--- config.mk ---
export PLATFORM = sky130hd
export DESIGN_NAME = button_operation_encoder
export DESIGN_NICKNAME = d
export VERILOG_FILES = /design/src/rtl/button_operation_encoder.sv
export SDC_FILE = /design/constraint.sdc
export NUM_CORES = 1
export LEC_CHECK = 0
export CORE_MARGIN = 3
export CORE_UTILIZATION = 30
export DETAILED_ROUTE_END_ITERATION = 7
export PLACE_DENSITY_LB_ADDON = 0.3
export SETUP_SLACK_MARGIN = 0.15
export SLEW_MARGIN = 20
export SYNTH_ARGS = -nofsm -noshare
export SYNTH_HDL_FRONTEND = slang
export SYNTH_SLANG_ARGS = --single-unit
--- constraint.sdc ---
create_clock -name clk -period 2.25 [get_ports clk]
set_clock_uncertainty 0.2 [all_clocks]
set_input_delay 0.675 -clock clk [delete_from_list [all_inputs] [get_ports clk]]
set_output_delay 0.675 -clock clk [all_outputs]
set_load 0.01 [all_outputs]
--- src/rtl/button_operation_encoder.sv ---
// button_operation_encoder: synchronise, debounce, edge-detect and arbitrate five buttons into a one-hot command pulse.
// Define AUTO_REPEAT_EN to re-issue a held direction command after REPEAT_DELAY, then every REPEAT_PERIOD cycles.
module button_operation_encoder #(
    parameter int DEBOUNCE_CYCLES = 1000000,
    parameter int SYNC_STAGES     = 2
`ifdef AUTO_REPEAT_EN
    ,
    parameter int REPEAT_DELAY    = 50000000,
    parameter int REPEAT_PERIOD   = 15000000
`endif
) (
    input  logic       clk,
    input  logic       rst,
    input  logic [4:0] btn,
    output logic [4:0] operation,
    output logic       btn_held
);
    localparam int CW = $clog2(DEBOUNCE_CYCLES + 1);
    typedef enum logic {IDLE, HOLD} state_t;
    state_t state, state_nx;
    logic [SYNC_STAGES-1:0][4:0] sync;
    logic [4:0][CW-1:0] cnt;
    logic [4:0] s, d, d_q, rise, pick, op_nx;
    assign s = sync[SYNC_STAGES-1];
    // lowest set bit wins: confirm > left > right > up > down
    assign pick = rise & (~rise + 5'd1);
    assign btn_held = state == HOLD;
    always_ff @(posedge clk) begin
        if (rst) begin
            sync <= '0;
            cnt  <= '0;
            d    <= '0;
            d_q  <= '0;
            rise <= '0;
        end else begin
            sync <= {sync[SYNC_STAGES-2:0], btn};
            d_q  <= d;
            rise <= d & ~d_q;
            for (int i = 0; i < 5; i++) begin
                if (s[i] == d[i]) cnt[i] <= '0;
                else if (cnt[i] == CW'(DEBOUNCE_CYCLES - 1)) begin
                    d[i]   <= s[i];
                    cnt[i] <= '0;
                end else cnt[i] <= cnt[i] + CW'(1);
            end
        end
    end
`ifdef AUTO_REPEAT_EN
    localparam int RMAX = REPEAT_DELAY > REPEAT_PERIOD ? REPEAT_DELAY : REPEAT_PERIOD;
    localparam int RW = $clog2(RMAX + 1);
    logic [4:0] cur, cur_nx;
    logic [RW-1:0] rcnt, rcnt_nx;
    logic rep, rep_nx;
    always_ff @(posedge clk) begin
        if (rst) begin
            cur  <= '0;
            rcnt <= '0;
            rep  <= 1'b0;
        end else begin
            cur  <= cur_nx;
            rcnt <= rcnt_nx;
            rep  <= rep_nx;
        end
    end
`endif
    always_ff @(posedge clk) begin
        if (rst) begin
            state     <= IDLE;
            operation <= '0;
        end else begin
            state     <= state_nx;
            operation <= op_nx;
        end
    end
    always_comb begin
        state_nx = state;
        op_nx    = '0;
        if (state == IDLE && rise != '0) begin
            state_nx = HOLD;
            op_nx    = pick;
        end else if (state == HOLD && d == '0) state_nx = IDLE;
`ifdef AUTO_REPEAT_EN
        cur_nx  = state == IDLE ? pick : cur;
        rcnt_nx = '0;
        rep_nx  = 1'b0;
        if (state == HOLD && !cur[0] && (d & cur) != '0) begin
            rep_nx = rep;
            if (rcnt == (rep ? RW'(REPEAT_PERIOD - 1) : RW'(REPEAT_DELAY - 1))) begin
                op_nx   = cur;
                rcnt_nx = '0;
                rep_nx  = 1'b1;
            end else rcnt_nx = rcnt + RW'(1);
        end
`endif
    end
endmodule

==> impl_metrics.yaml <==
status:
  status: "finished, final reports clean"
worst_setup_path:
  startpoint: "cnt[73]"
  cp-start-kind: "flop"
  path_delay_family: "simple AND/OR/NAND/NOR gates"
  r2r_end: "cnt[76]"
  endpoint: "cnt[76]"
  worst_ep_arrival_time_ns: 2.24
  crit_required_ns: 2.34
  r2r-start: "cnt[73]"
  cp_max_fo: 6
  end_kind: "flop"
  slowest_stage: "or4_4"
  path_depth: 5
  timing_worst_setup_path_type: "reg2reg"
  crit_path_cell_trace: "or4b_4 -> or4_4 -> o21ai_4 -> buf_6 -> a21oi_1"
  reg2reg_depth: 5
  critPathBufInv: 1
  max_stage_delay_ns: 0.57
  r2r_slack_ns: 0.11
layout:
  syn2layout_area_growth_pct: 25.19
  diodes: 0
  fin_area_mm2: 0.006815
  nets: 674
  instances_no_fill: 898
  fillCellCount: 1748
  drive_above_1_share: 0.1724
synthesis:
  synthesis.nets: 627
  synth_top_area_share: 0.4817
  synth-seq-cells: 131
  synthTopCellsByCount: "131 x dfxtp_1, 77 x nor2_1, 39 x a21oi_1, 36 x xnor2_1, 34 x nand3_1"
  yosys_warnings: 0
  synth_flop_cell: "dfxtp_1"
  synth_area_leader_cell: "dfxtp_1"
  avgSynthCellArea_um2: 8.852
  syn_inst: 615
  netlist_top_cells_area: "dfxtp_1 48%, xnor2_1 5.8%, nor2_1 5.3%"
  yosysMostFrequentCell: "dfxtp_1"
  syn_area_mm2: 0.005444
  async_reset_ff_frac: 0
  ys_types: 37
  synth_edf_count: 0
  ys_seq_area_frac: 0.4817
power:
  total_power_w: 0.005056
  powerDensity_mw_per_mm2: 741.8
  p_leak_nw: 2.149
  ir_drop_uv: 542.4
route:
  wl_met1_um: 5270
  ant_nets: 0
  initialDrtViolationCount: 227
  drt-pass1-iter-count: 4
  dr_wl_met2_um: 5182
  drc: 0
  vias: 4318
  viasPerCell: 4.808
  wl_met3_um: 300
  routedWlPerCell_um: 12.12
  routed_wirelength_um: 10880
  top_layer_used: "met4"
sta:
  slew_viol_final: 0
  rsz0062_at_grt: "true"
  relSlewSlack: 0.7418
  setup_viol: 0
  timing.fmax_ghz: 0.4665
  fin_crit_ns: 2.144
  timing.setup.tns_ns: 0
  finalCritPeriodShare: 0.9528
  finalHoldViolCount: 0
  tightest_slew_ns: 0.3837
clock_network:
  clk_pin_slew_ns: 0.06
  cts_tree: "built"
  cts.sinks: 131
  cts_buffers: 17
  cts-root-buf: "clkbuf_16"
  insertion_delay_ns: 0.40
  htree_levels: 4
  cts_max_path_buffers: 2
place:
  dp.final_hpwl_um: 7532
  placed_area_mm2: 0.006022
  port_buffers: 12
  dp.cells: 861
  routabilityCongestion: 0.8181
hold_path:
  hold_class: "reg2reg"
  hold_depth: 1
floorplanning:
  initial_core_util: 0.3104
  die_width_um: 140.7
  core_area_mm2: 0.01754
  rows: 48
  die-area_mm2: 0.01980
  die_y_um: 140.7
  ios: 13
grt:
  grt_overflow_total: 0
  grt_pass1_wl_um: 19110
  grt_pass1_vias: 4285
  grt.total_usage: 0.1154
  antenna_found_initial: 0
  grt_max_degree: 22
job:
  drv_cap: 0
-- stage by stage --
stage               hold WS, ns  worst slack [ns]    util
floorplan                0.1674            0.1738       -
global placement         0.1720            0.1049  0.3434
detailed placement       0.1752           0.07694  0.3434
CTS                      0.1826            0.1078  0.3795
global route             0.1993           0.03921  0.3886
finish                   0.1803            0.1063  0.3886
-- power by group --
part	total, W	switching [W]	internal (W)
registers	0.00234	0.00000649	0.00233
clock network	0.00264	0.000914	0.00173
logic	0.0000718	0.0000371	0.0000347
total	0.00506	0.000958	0.00410
-- cell families (layout without fill, tap and decap cells) --
logic type / count (synthesis) / count (layout) / share of synthesized area
AO/OA/AOI/OAI: 84 / 84 / 0.08481
XOR/XNOR: 61 / 61 / 0.09814
adder cells (fa/ha/maj): 5 / 5 / 0.01149
buffers and inverters: 43 / 101 / 0.03103
flip-flops: 131 / 131 / 0.4817
AND/OR/NAND/NOR: 291 / 291 / 0.2928
-- cells in the final DEF, fill, tap and decap left out, types with 4 or more instances in the layout --
cell type / n
xnor2_1: 36
inv_1: 22
o31ai_1: 14
and4_1: 6
o21ai_0: 25
nand3_1: 32
nor2_1: 66
xor2_1: 25
nand4_1: 18
dlygate4sd2_1: 6
clkdlybuf4s50_1: 6
nor4_1: 11
dfxtp_1: 117
nor3_1: 11
or3_1: 27
a21oi_2: 6
dfxtp_2: 14
buf_6: 6
nor2_2: 8
and2_1: 4
nand2_1: 32
buf_4: 29
nor4b_1: 6
and3_1: 8
or4_1: 14
clkbuf_16: 17
or4_4: 5
a21oi_1: 33
clkbuf_1: 4
nor2b_1: 20
clkbuf_8: 4
-- area by class of cell --
class / count / area (um^2) / share of cell area
clock buffer: 25 / 495.5 / 0.07270
clock inverter: 5 / 75.07 / 0.01102
timing repair buffer: 49 / 437.9 / 0.06426
inverter: 22 / 82.58 / 0.01212
sequential: 131 / 2640 / 0.3874
tap: 225 / 281.5 / 0.04131
multi-input combinational: 441 / 2803 / 0.4112
-- registers in the layout, summed over array words and instances (netlist names) --
register and count:
d 5, cnt 100, s 5, operation 5, btn_held 1, d_q 5, sync 5, rise 5
-- routing by layer --
layer  global-route usage  up-vias
met3              0.03697        9
met1               0.1442     2015
met2               0.1855       32
met4              0.04488        0
li1                     -     2262
met5                    0        -
-- timing repair --
| item | CTS | global route |
|---|---|---|
| setup buffers | 0 | 5 |
| endpoints found under the setup margin | 50 | 48 |
| hold buffers | 0 | 0 |
| resized for setup | 23 | 43 |
| cloned | 2 | 0 |
| pin swaps | 1 | 17 |
-- worst min path at each step --
stage | from | slack, ns | end
after CTS | d_q[4] | 0.18 | rise[4]
after global placement | d_q[1] | 0.17 | rise[1]
final | d_q[1] | 0.18 | rise[1]
after floorplan | d_q[0] | 0.17 | rise[0]
after detailed placement | d_q[4] | 0.18 | rise[4]
after global routing | d_q[2] | 0.20 | rise[2]
Note: power is estimated with default switching activity, not from simulation.
